**src/rtl/regfile_pkg.sv**
```systemverilog
// ============================================================================
// Module      : regfile_pkg
// Description : Shared widths, write-request type and arbiter state encoding
//               for the register-file write-port arbiter.
// Revision    : 1.0 - initial release
// ============================================================================
`default_nettype none

package regfile_pkg;

    localparam int XLEN       = 32;
    localparam int REG_ADDR_W = 5;
    localparam int NUM_REGS   = 32;

    typedef struct packed {
        logic [REG_ADDR_W-1:0] rd;
        logic [XLEN-1:0]       wdata;
    } wr_req_t;

    typedef enum logic [0:0] {
        CLEAR = 1'b0,
        RUN   = 1'b1
    } arb_state_e;

endpackage

`default_nettype wire

```
**src/rtl/regfile_wr_fifo.sv**
```systemverilog
// ============================================================================
// Module      : regfile_wr_fifo
// Description : Synchronous FIFO of write requests with flush on reset.
// Revision    : 1.0 - initial release
// ============================================================================
`default_nettype none

module regfile_wr_fifo
    import regfile_pkg::*;
#(
    parameter type ENTRY_T = wr_req_t,
    parameter int  DEPTH   = 2
) (
    input  logic   clk,
    input  logic   rst,
    input  logic   push_i,
    input  logic   pop_i,
    input  ENTRY_T data_i,
    output ENTRY_T head_o,
    output logic   full_o,
    output logic   empty_o
);

    localparam int c_ptr_w = $clog2(DEPTH);

    ENTRY_T             mem_q [DEPTH];
    logic [c_ptr_w:0]   wr_ptr_q;
    logic [c_ptr_w:0]   rd_ptr_q;

    // Extra pointer bit distinguishes full from empty when the indices match.
    assign empty_o = (wr_ptr_q == rd_ptr_q);
    assign full_o  = (wr_ptr_q[c_ptr_w] != rd_ptr_q[c_ptr_w]) &&
                     (wr_ptr_q[c_ptr_w-1:0] == rd_ptr_q[c_ptr_w-1:0]);
    assign head_o  = mem_q[rd_ptr_q[c_ptr_w-1:0]];

    always_ff @(posedge clk) begin
        if (rst) begin
            wr_ptr_q <= '0;
            rd_ptr_q <= '0;
        end else begin
            if (push_i) begin
                wr_ptr_q <= wr_ptr_q + (c_ptr_w+1)'(1);
            end
            if (pop_i) begin
                rd_ptr_q <= rd_ptr_q + (c_ptr_w+1)'(1);
            end
        end
    end

    always_ff @(posedge clk) begin
        if (push_i) begin
            mem_q[wr_ptr_q[c_ptr_w-1:0]] <= data_i;
        end
    end

endmodule

`default_nettype wire

```
**src/rtl/regfile_wr_arbiter.sv**
```systemverilog
// ============================================================================
// Module      : regfile_wr_arbiter
// Description : Shares the register-file write port between core writeback
//               and a buffered aux source; optionally scrubs x1..x31 first.
// Revision    : 1.0 - initial release
// ============================================================================
`default_nettype none

module regfile_wr_arbiter
    import regfile_pkg::*;
#(
    parameter int XLEN           = 32,
    parameter int AUX_DEPTH      = 2,
    parameter int MAX_WAIT       = 4,
    parameter int CLEAR_ON_RESET = 1
) (
    input  logic                  clk,
    input  logic                  rst,
    input  logic                  core_we_i,
    input  logic [REG_ADDR_W-1:0] core_rd_i,
    input  logic [XLEN-1:0]       core_wdata_i,
    output logic                  core_stall_o,
    input  logic                  aux_valid_i,
    output logic                  aux_ready_o,
    input  logic [REG_ADDR_W-1:0] aux_rd_i,
    input  logic [XLEN-1:0]       aux_wdata_i,
    output logic                  rf_we_o,
    output logic [REG_ADDR_W-1:0] rf_rsw_o,
    output logic [XLEN-1:0]       rf_dataW_o,
    output logic                  init_done_o
);

    typedef struct packed {
        logic [REG_ADDR_W-1:0] rd;
        logic [XLEN-1:0]       wdata;
    } aux_req_t;

    localparam int                    c_starve_w   = $clog2(MAX_WAIT+1);
    localparam logic [c_starve_w-1:0] c_starve_max = c_starve_w'(MAX_WAIT);
    localparam logic [REG_ADDR_W-1:0] c_last_idx   = REG_ADDR_W'(NUM_REGS-1);

    arb_state_e            state_q, state_d;
    logic [REG_ADDR_W-1:0] clr_idx_q, clr_idx_d;
    logic [c_starve_w-1:0] starve_q, starve_d;
    logic                  rf_we_q, rf_we_d;
    logic [REG_ADDR_W-1:0] rf_rsw_q, rf_rsw_d;
    logic [XLEN-1:0]       rf_dataW_q, rf_dataW_d;

    logic                  grant_vld;
    logic [REG_ADDR_W-1:0] grant_rd;
    logic [XLEN-1:0]       grant_data;
    logic                  push;
    logic                  pop;
    logic                  fifo_full;
    logic                  fifo_empty;
    aux_req_t              fifo_in;
    aux_req_t              fifo_head;

    assign fifo_in = '{rd: aux_rd_i, wdata: aux_wdata_i};
    assign push    = aux_valid_i & aux_ready_o;

    regfile_wr_fifo #(
        .ENTRY_T (aux_req_t),
        .DEPTH   (AUX_DEPTH)
    ) u_fifo (
        .clk     (clk),
        .rst     (rst),
        .push_i  (push),
        .pop_i   (pop),
        .data_i  (fifo_in),
        .head_o  (fifo_head),
        .full_o  (fifo_full),
        .empty_o (fifo_empty)
    );

    always_comb begin
        state_d      = state_q;
        clr_idx_d    = clr_idx_q;
        starve_d     = starve_q;
        grant_vld    = 1'b0;
        grant_rd     = '0;
        grant_data   = '0;
        pop          = 1'b0;
        core_stall_o = 1'b0;
        aux_ready_o  = 1'b0;
        case (state_q)
            CLEAR: begin
                core_stall_o = 1'b1;
                grant_vld    = 1'b1;
                grant_rd     = clr_idx_q;
                clr_idx_d    = clr_idx_q + REG_ADDR_W'(1);
                if (clr_idx_q == c_last_idx) begin
                    state_d = RUN;
                end
            end
            RUN: begin
                // Ready ignores a same-cycle pop so a full buffer never pushes through.
                aux_ready_o = ~fifo_full;
                if (!fifo_empty && (starve_q == c_starve_max)) begin
                    grant_vld    = 1'b1;
                    grant_rd     = fifo_head.rd;
                    grant_data   = fifo_head.wdata;
                    pop          = 1'b1;
                    starve_d     = '0;
                    core_stall_o = core_we_i;
                end else if (core_we_i) begin
                    grant_vld  = 1'b1;
                    grant_rd   = core_rd_i;
                    grant_data = core_wdata_i;
                    if (fifo_empty) begin
                        starve_d = '0;
                    end else if (starve_q != c_starve_max) begin
                        starve_d = starve_q + c_starve_w'(1);
                    end
                end else if (!fifo_empty) begin
                    grant_vld  = 1'b1;
                    grant_rd   = fifo_head.rd;
                    grant_data = fifo_head.wdata;
                    pop        = 1'b1;
                    starve_d   = '0;
                end
            end
            default: begin
                state_d = RUN;
            end
        endcase
    end

    // x0 writes are still consumed by the grant but never reach the register file.
    assign rf_we_d    = grant_vld && (grant_rd != '0);
    assign rf_rsw_d   = grant_rd;
    assign rf_dataW_d = grant_data;

    always_ff @(posedge clk) begin
        if (rst) begin
            state_q    <= (CLEAR_ON_RESET != 0) ? CLEAR : RUN;
            clr_idx_q  <= REG_ADDR_W'(1);
            starve_q   <= '0;
            rf_we_q    <= 1'b0;
            rf_rsw_q   <= '0;
            rf_dataW_q <= '0;
        end else begin
            state_q    <= state_d;
            clr_idx_q  <= clr_idx_d;
            starve_q   <= starve_d;
            rf_we_q    <= rf_we_d;
            rf_rsw_q   <= rf_rsw_d;
            rf_dataW_q <= rf_dataW_d;
        end
    end

    assign rf_we_o     = rf_we_q;
    assign rf_rsw_o    = rf_rsw_q;
    assign rf_dataW_o  = rf_dataW_q;
    assign init_done_o = (state_q == RUN);

endmodule

`default_nettype wire

```
**config.mk**
```make
export PLATFORM = sky130hd
export DESIGN_NAME = regfile_wr_arbiter
export DESIGN_NICKNAME = d
export VERILOG_FILES = /design/src/rtl/regfile_pkg.sv /design/src/rtl/regfile_wr_fifo.sv /design/src/rtl/regfile_wr_arbiter.sv
export SDC_FILE = /design/constraint.sdc
export NUM_CORES = 1
export LEC_CHECK = 0
export BUFFER_PORTS_ARGS = -buffer_cell sky130_fd_sc_hd__buf_2
export CAP_MARGIN = 0
export CORE_MARGIN = 5
export CORE_UTILIZATION = 55
export DETAILED_ROUTE_END_ITERATION = 7
export GPL_TIMING_DRIVEN = 0
export PLACE_DENSITY = 0.82
export REMOVE_ABC_BUFFERS = 1
export SLEW_MARGIN = 10
export SYNTH_ARGS = -nofsm -noshare
export SYNTH_HDL_FRONTEND = slang
export SYNTH_HIERARCHICAL = 1
export SYNTH_SLANG_ARGS = --single-unit
export TNS_END_PERCENT = 1
```
**constraint.sdc**
```tcl
create_clock -name clk -period 6.4 [get_ports clk]
set_input_delay 0.32 -clock clk [delete_from_list [all_inputs] [get_ports clk]]
set_output_delay 0.32 -clock clk [all_outputs]
set_load 0.03 [all_outputs]
```
### Yosys cells after proc, flatten, opt, wreduce, memory -nomap -nowiden

Memories as Yosys holds them, arrays and structs flattened. A register that Yosys moved wholly into a read port is not among the register bits.
Cells that the tools add are included.
Widths: inputs -> output; s select.

* flip-flop bits (word level): 51
* RAM bits: 74
* input bits: 78
* output and inout bits: 41
* word-level logic and storage cells: 59
* memories: 1

* add/sub/neg operators: 4
* equality and inequality tests: 8
* mux-type cells: 28
* bitwise operators: 3
* reduce and logical (&&, ||, !) cells: 7

Memory list
* u_fifo.mem_q: depth 2, bits a word 37, read ports 1, clocked after Yosys merged registers in 1, write ports 1, line regfile_wr_fifo.sv:26 `ENTRY_T mem_q [DEPTH];`

Operators by type and width (number)
* $mux 32: 3
* $mux 3: 5
* $mux 5: 3
* $mux 1: 14
* $pmux 5 s2: 1
* $add 5x1->5 const B: 1
* $eq 5x5->1 const B: 1
* $reduce_bool 5->1: 1
* $add 2x1->2 const B: 2
* $ne 4x1->1 const B: 1
* $pmux 1 s2: 2
* $add 3x1->3 const B: 1
* $eq 3x3->1 const B: 1
* $logic_and 1x1->1: 3
* $ne 3x2->1 const B: 1
* $ne 3x3->1 const B: 1
* $reduce_and 3->1: 1
* $eq 2x2->1: 1
* $not 1->1: 2
* $reduce_or 2->1: 1
* $and 1x1->1: 1
* $eq 1x1->1: 1
* $logic_not 1->1: 1
* $ne 1x1->1: 1

### Logic depth before layout (Yosys ltp)

Gate-level depths: netlist (run 1).

* depth in word-level cells: 7
* mapped depth: 8
* depth with buffers taken out: 7

### Cells and area by module

Netlist (run 1), hierarchy kept.

By module, submodules not included
* regfile_wr_fifo: instances 1, cells an instance 137, area each 3035.4 µm², sequential area each 2322.2 µm²
* regfile_wr_arbiter: instances 1, cells an instance 195, area each 1838.0 µm², sequential area each 940.9 µm²

### Least setup slack after synthesis (run 1)

No wires, ideal clock.

* kind: reg2reg
* from: reg state_q, in the netlist init_done_o
* to: mem u_fifo/mem_q[0][0] (netlist name) (enable)
* library setup time: 0.436 ns
* arrival time: 3.271 ns
* data required time: 5.964 ns
* slack: 2.693 ns
* stages on the path, launching flop included: 6
* path buffers: 1
* clock period less this slack: 3.707 ns
* cell sequence: dfxtp_1 -> buf_2 -> inv_1 -> nor2_1 -> and2_1 -> nor2b_1

* longest elaborated chain between the ends: 4

Ends and longest elaborated chain
* start: declaration: line regfile_wr_arbiter.sv:42 `arb_state_e state_q, state_d;`
* start signal: assignment: line regfile_wr_arbiter.sv:136 `state_q <= (CLEAR_ON_RESET != 0) ? CLEAR : RUN;`
* start signal: assignment: line regfile_wr_arbiter.sv:143 `state_q <= state_d;`
* $mux 1: line regfile_wr_arbiter.sv:86 `case (state_q)`
* net aux_ready_o: line regfile_wr_arbiter.sv:24 `output logic aux_ready_o,`
* $and 1x1->1: line regfile_wr_arbiter.sv:60 `assign push = aux_valid_i & aux_ready_o;`
* net push: line regfile_wr_arbiter.sv:52 `logic push;`
* $mux 1: line regfile_wr_fifo.sv:51 `if (push_i) begin`
* $mux 1 (implied by the code): line regfile_wr_fifo.sv:52 `mem_q[wr_ptr_q[c_ptr_w-1:0]] <= data_i;`
* end: declaration: line regfile_wr_fifo.sv:26

The timed path passes the listed nets, and every way through them passes these cells.

### Worst setup path after layout (run 1)

* from: reg u_fifo.wr_ptr_q[0]
* to: reg rf_we_q, in the netlist rf_we_o

* longest elaborated chain between the ends: 7
* elaborated cells between the ends (all ways): 13
* classes of those cells: 1 x eq/ne; 8 x mux; 4 x reduce/logical

Ends and longest elaborated chain
* start: declaration: line regfile_wr_fifo.sv:27 `logic [c_ptr_w:0] wr_ptr_q;`
* start signal: assignment: line regfile_wr_fifo.sv:42 `wr_ptr_q <= wr_ptr_q + (c_ptr_w+1)'(1);`
* $eq 2x2->1 *: line regfile_wr_fifo.sv:31 `assign empty_o = (wr_ptr_q == rd_ptr_q);`
* net fifo_empty: line regfile_wr_arbiter.sv:55 `logic fifo_empty;`
* $mux 5 or $logic_not 1->1 (tied branches)
* $mux 5 or $logic_and 1x1->1 (tied branches): line regfile_wr_arbiter.sv:106, regfile_wr_arbiter.sv:99
* $mux 5: line regfile_wr_arbiter.sv:99 `if (!fifo_empty && (starve_q == c_starve_max)) begin`
* $pmux 5 s2: line regfile_wr_arbiter.sv:86
* $reduce_bool 5->1: line regfile_wr_arbiter.sv:130 `assign rf_we_d = grant_vld && (grant_rd != '0);`
* $logic_and 1x1->1 *: line regfile_wr_arbiter.sv:130
* end signal: assignment: line regfile_wr_arbiter.sv:146 `rf_we_q <= rf_we_d;`
* end: declaration: line regfile_wr_arbiter.sv:45 `logic rf_we_q, rf_we_d;`

The timed path passes the listed nets; every way through them passes the cells marked *.
A chain may end at the register's enable or synchronous reset.

==> metrics, run 1 <==
result of the run finished, final reports clean; Starting Density ~56%; largest net degree at the start of global routing 37; Sequential Area 3260 um2; Final Net Count 567; first-pass iteration count of the detailed router 5; type of the tightest min-delay check primary input to flop; worst clock skew 0.0110 ns; library cell used as clock root buffer clkbuf_8; syn avg cell area 14.7 um2; CP Capture Point rf_we_o; wire per inst 17.3 um; total track usage 19.9%; share of the yosys chip area belonging to registers 67.0%; Maximum Capacitance Violations 0; most frequent standard cell in the layout excluding fill and tap cells buf_2; Resize count post-CTS 0; HPWL after detailed placement between 6 and 7 mm; required arrival time at the worst endpoint 6.81 ns; leading cell types in the layout, fill and taps excluded buf_2, edfxtp_1, nor2_1; final-report setup violation count 0; antenna violation net count after detailed routing 0; total of flip-flops plus latches after synthesis 126; cell count after synthesis 332; number of enable flip-flop cells after synthesis 74; Crit. End Element flop; fraction of final layout cells with drive strength greater than 1 roughly two fifths; arrival time at the worst endpoint about 3.0 ns; pwr/cell area 297 nW/um2; remaining global-route overflow 0; worst-path maximum fanout 35; number of placed cells counting well taps 543; Final Cycle Share 41.1%; area of the mapped netlist 4870 um2; most frequently used flop master after synthesis edfxtp_1; DRT Wirelength 10.5 mm; antenna violations before repair 0; crit path kind flop to flop; RSZ-0062 raised after global routing no; H-Tree Level Count 4; total vias in the final route 3181; I/O Pins 119; Clock Tree Buf Depth 2; DRC 0; crit path from u_fifo/wr_ptr_q[0]; count of non-filler cells in the finished layout between 600 and 700; TritonCTS buffer count 17; combined area of the multi-input logic cells 1480 um2; most area-consuming cells after synthesis edfxtp_1, dfxtp_1, mux2_4, a22oi_1, nor2_1; fmax 381 MHz; r2r worst-path depth 7; via count of the first global-routing pass 3557; insertion delay to the later sink of the worst-skew pair 0.50 ns; Die Span Y 104 um; CORE AREA just under 9000 um2; count of distinct cell types in the synthesized netlist 41; Period minus WS final between 2 and 3 ns; number of max-slew violations in the final report 0; startpoint of the most critical register-to-register path u_fifo/wr_ptr_q[0]; number of rows in the core area 34; count of filler cells inserted in the layout 552; Die Width 104 um; growth of design area from synthesis to finish 32.5%; worst IR drop on VDD 0.000231 V; Final Hold Vio Count 0; wire length of the first global-routing pass between 15 and 20 mm; CTS sink cnt between 100 and 150; post-route setup TNS 0 ns; Setup crit start kind flop; FF-to-FF End rf_we_o; post-CTS clock slew at the launch and capture registers of the worst setup and hold paths 0.06 ns; post-synth top area cell edfxtp_1; Avg Vias per Cell 5.25; Static Leakage 0.00261 uW; Design Power around 1900 uW; top-area cell type share of the netlist area 45.6%; measured slew at the worst slew-check pin 0.945 ns; synth warn 6; buffers added on ports roughly 120; number of antenna diodes 0; worst relative slew slack 36.8%; die area 10800 um2; final RePlAce weighted congestion 0.787; TritonCTS clock tree built; R2R Setup Slk 3.77 ns; initial drt markers roughly 150; share of async-settable or async-resettable flops after synthesis 0%
## through the flow
step	worst slack (ns)	cell area (um2)	util, %	hold WS (ns)
floorplan	2.50	4740	-	0.386
global placement	1.86	5460	63.0	0.447
detailed placement	3.82	5540	63.8	0.482
CTS	3.78	6450	74.3	0.00213
global route	3.55	6460	74.4	0.000828
finish	3.77	6460	74.4	0.0284
## layout make-up
cell class / count / share of cell area, %
Clock buffer: 18 / 6.47
Clock inverter: 14 / 2.96
Inverter: 3 / 0.174
Multi-Input combinational cell: 185 / 22.9
Sequential cell: 126 / 50.6
Tap cell: 108 / 2.09
Timing Repair Buffer: 152 / 14.9
## registers in the layout, indices dropped and copies added, names as in the netlist, 2 cells and up, named ones only
signal / count
u_fifo/mem_q: 74
u_fifo/wr_ptr_q: 2
rf_dataW_o: 32
u_fifo/rd_ptr_q: 2
starve_q: 3
clr_idx_q: 5
rf_rsw_o: 5
## critical path, cell delays in order (launching register included)
cell and delay [ns]:
dfxtp_1 0.45, xor2_1 0.12, nor2b_1 0.45, nand3b_4 0.26, and2_2 0.67, a221o_1 0.25, o21ai_1 0.08, a221oi_2 0.25
## Yosys cell counts (all sizes together), types with 4 or more instances
| library cell | instances |
|---|---|
| a21oi | 4 |
| a22oi | 32 |
| and4 | 4 |
| buf | 12 |
| clkbuf | 6 |
| dfxtp | 52 |
| edfxtp | 74 |
| ha | 4 |
| mux2 | 38 |
| nand2 | 5 |
| nand2b | 4 |
| nor2 | 53 |
| nor2b | 8 |
| xnor2 | 4 |
## power breakdown
group / leakage, uW / switching (uW) / internal [uW]
Combinational: 0.00124 / 34.6 / 42.2
Sequential: 0.00109 / 3.29 / 862
Clock: 0.000289 / 342 / 633
Total: 0.00261 / 380 / 1540
## cells by family (layout without fill, tap and decap cells)
| logic type | count (synthesis) | count (layout) | share of synthesized area [%] |
|---|---|---|---|
| compound gates | 48 | 48 | 7.47 |
| xor+xnor | 7 | 7 | 1.26 |
| fa+ha+maj | 4 | 4 | 1.03 |
| buf+inv | 21 | 187 | 3.00 |
| flops | 126 | 126 | 67.0 |
| mux | 40 | 40 | 11.5 |
| simple gates | 86 | 86 | 8.78 |
## worst min-delay path by stage
| stage | startpoint | end | slack, ns | depth (start not counted) |
|---|---|---|---|---|
| 5_1_grt | aux_wdata_i[12] | u_fifo/mem_q[1][12] | 0.0008 | 1 |
| 3_5_place_dp | starve_q[0] | starve_q[0] | 0.48 | 2 |
| 3_3_place_gp | starve_q[0] | starve_q[0] | 0.45 | 2 |
| 6_report | aux_wdata_i[12] | u_fifo/mem_q[1][12] | 0.03 | 1 |
| 4_1_cts | aux_wdata_i[27] | u_fifo/mem_q[1][27] | 0.002 | 1 |
| 2_1_floorplan | rst | rf_we_o | 0.39 | 1 |
## metal layers
metal / share of wire, % / GRT usage, % / up-vias
met2: 53 / 35.8 / 115
met1: 39 / 22.2 / 1528
met5: 0 / 0 / -
li1: - / - / 1532
met3: 7.5 / 6.64 / 6
met4: 0.59 / 6.20 / 0
## repair_timing
item | 4_1_cts | 5_1_grt
hold endpoints to repair | 56 | 1
hold buffers | 30 | 1
setup endpoints to repair | 0 | 0
buffers inserted | 0 | 0
(Power assumes the default switching activity.)
==> run 2, diff against run 1 <==
Settings changed: CORE_UTILIZATION 55 to 48, PLACE_DENSITY 0.82 to 0.76.
Clock period 6.4 ns to 2.3 ns, I/O delays scaled along.
==> run 2 against run 1 <==
Routed wire length rose by 10%. Power rose to 2.9 times the previous value. Global-route usage fell by 0.51 points. Clock power rose to 2.9 times the previous value. Sequential power increased to 2.8 times the previous value. Critical path type unchanged.
==> metrics, run 2 (synthesis gave the netlist of run 1 again) <==
final-report setup violation count 0 (unchanged); Met3 Routed Length 764 um (was 786 um); post-route setup TNS 0 ns (unchanged); library cell used as clock root buffer clkbuf_8 (unchanged); Final Hold Vio Count 0 (unchanged); I/O Pins 119 (unchanged); wire length of the first global-routing pass 18.8 mm (was 17.2 mm); antenna violations before repair 0 (unchanged); Die Width 111 um (was 104 um); Sequential Area 3270 um2 (was 3260 um2); Die Span Y 111 um (was 104 um); r2r worst-path depth 7 (unchanged); Starting Density 49.6% (was 56.2%); die area 12300 um2 (was 10800 um2); Final Cycle Share 92.9% (was 41.1%); via count of the first global-routing pass 3692 (was 3557); RSZ-0062 raised after global routing yes (was no); total track usage 19.4% (was 19.9%); Clock Tree Buf Depth 2 (unchanged); arrival time at the worst endpoint 2.56 ns (was 3.04 ns); TritonCTS clock tree built (unchanged); required arrival time at the worst endpoint 2.72 ns (was 6.81 ns); CTS sink cnt 126 (unchanged); first-pass iteration count of the detailed router 4 (was 5); Final Net Count 609 (was 567); measured slew at the worst slew-check pin 0.960 ns (was 0.945 ns); total vias in the final route 3393 (was 3181); remaining global-route overflow 0 (unchanged); HPWL after detailed placement 6.71 mm (was 6.55 mm); leading cell types in the layout, fill and taps excluded buf_2, edfxtp_1, dlygate4sd3_1 (was buf_2, edfxtp_1, nor2_1); final RePlAce weighted congestion 0.746 (was 0.787); number of max-slew violations in the final report 0 (unchanged); Cell Area, Placed 5580 um2 (was 5540 um2); CORE AREA 9820 um2 (was 8680 um2); insertion delay to the later sink of the worst-skew pair 0.50 ns (about the same); most frequent standard cell in the layout excluding fill and tap cells buf_2 (unchanged); Final Cell Area 6970 um2 (was 6460 um2); type of the tightest min-delay check primary input to flop (unchanged); Setup crit start kind flop (unchanged); count of filler cells inserted in the layout 666 (was 552); Design Power 5520 uW (was 1920 uW); Metal-1 WL 4.44 mm (was 4.10 mm); combined area of the multi-input logic cells 1500 um2 (was 1480 um2); post-CTS clock slew at the launch and capture registers of the worst setup and hold paths 0.06 ns (about the same); highest metal used met4 (unchanged); number of rows in the core area 36 (was 34); fmax 468 MHz (was 381 MHz); antenna violation net count after detailed routing 0 (unchanged); DR WL met2 6.27 mm (was 5.55 mm); Util after Layout 70.9% (was 74.4%); Static Leakage 0.00282 uW (was 0.00261 uW); Maximum Capacitance Violations 0 (unchanged); setup slack of the critical path after layout 0.163 ns (was 3.77 ns); pwr/cell area 793 nW/um2 (was 297 nW/um2); result of the run finished, final reports clean (unchanged); DRC 0 (unchanged); growth of design area from synthesis to finish 43.0% (was 32.5%); Crit. End Element flop (unchanged); TritonCTS buffer count 17 (unchanged); H-Tree Level Count 4 (unchanged); number of antenna diodes 0 (unchanged); instance count along the most critical hold path 4 (was 1); buffers added on ports 118 (unchanged); worst relative slew slack 35.9% (was 36.8%); Period minus WS final 2.14 ns (was 2.63 ns); flip-flop count of the largest register, all copies and words added 74 (unchanged); DRT Wirelength 11.6 mm (was 10.5 mm); Avg Vias per Cell 5.04 (was 5.25); largest net degree at the start of global routing 36 (was 37); worst-path maximum fanout 35 (unchanged); worst IR drop on VDD 0.000760 V (was 0.000231 V); worst clock skew 0.0109 ns (was 0.0110 ns); crit path kind flop to flop (unchanged); wire per inst 17.2 um (was 17.3 um); Placement Setup Slack -0.445 ns (was 3.82 ns); initial drt markers 186 (was 153); fraction of final layout cells with drive strength greater than 1 37.8% (was 39.8%)
run 2: cell count changes in the layout (fill, tap and decap cells not counted), sizes merged:
cell,previous run,this run
buf,121,123
nor2,53,54
inv,5,4
bufinv,4,5
clkbuf,18,17
dlygate4sd3,31,70
clkinv,5,6
run 2: area by class of cell:
| cell class | count | area share [%] |
|---|---|---|
| well taps | 133 | 2.39 |
| inverters | 3 | 0.162 |
| clock buffers | 17 | 5.94 |
| multi-input cells | 186 | 21.5 |
| repair buffers | 193 | 19.9 |
| clock inverters | 15 | 3.14 |
| flip-flops and latches | 126 | 46.9 |
run 2: final timing paths:
| kind | from | to | slack [ns] |
|---|---|---|---|
| max | u_fifo/wr_ptr_q[1] | rf_we_o | 0.16 |
| min | core_rd_i[3] | rf_rsw_o[3] | 0.03 |
| max reg2reg | u_fifo/wr_ptr_q[1] | rf_we_o | 0.16 |
| min reg2reg | starve_q[0] | starve_q[0] | 0.46 |
run 2: power breakdown:
group	switching [uW]	internal (uW)	leakage, uW
sequential	8.75	2400	0.00109
combinational	107	161	0.00144
clock	983	1870	0.000297
run 2: worst max-delay path, stage by stage, from the launching register on:
cell and delay [ns]:
dfxtp_1 0.38, xnor2_2 0.14, nor2b_4 0.32, nand3b_4 0.22
and2_4 0.45, a221o_1 0.23, o21ai_1 0.09, a221oi_2 0.22
run 2: per-layer routing:
metal  up-vias  global-route usage [%]
li1       1612                       -
met1      1653                    20.6
met2       117                    35.9
met3        11                    6.66
met4         0                    6.24
met5         -                       0
run 2: metrics by stage:
| step | hold WS (ns) | std cells |
|---|---|---|
| after floorplan | 0.181 | 314 |
| after global placement | 0.304 | 565 |
| after detailed placement | 0.307 | 568 |
| after CTS | 0.00954 | 671 |
| after global routing | 0.0155 | 673 |
| final | 0.0276 | 673 |
run 2: repair_timing:
item / CTS / global route
hold buffers: 70 / 0
setup buffers: 0 / 2
hold endpoints to repair: 119 / 0
setup endpoints to repair: 111 / 24
gates cloned: 1 / 0
gates resized for setup: 4 / 4
pin swaps: 1 / 2
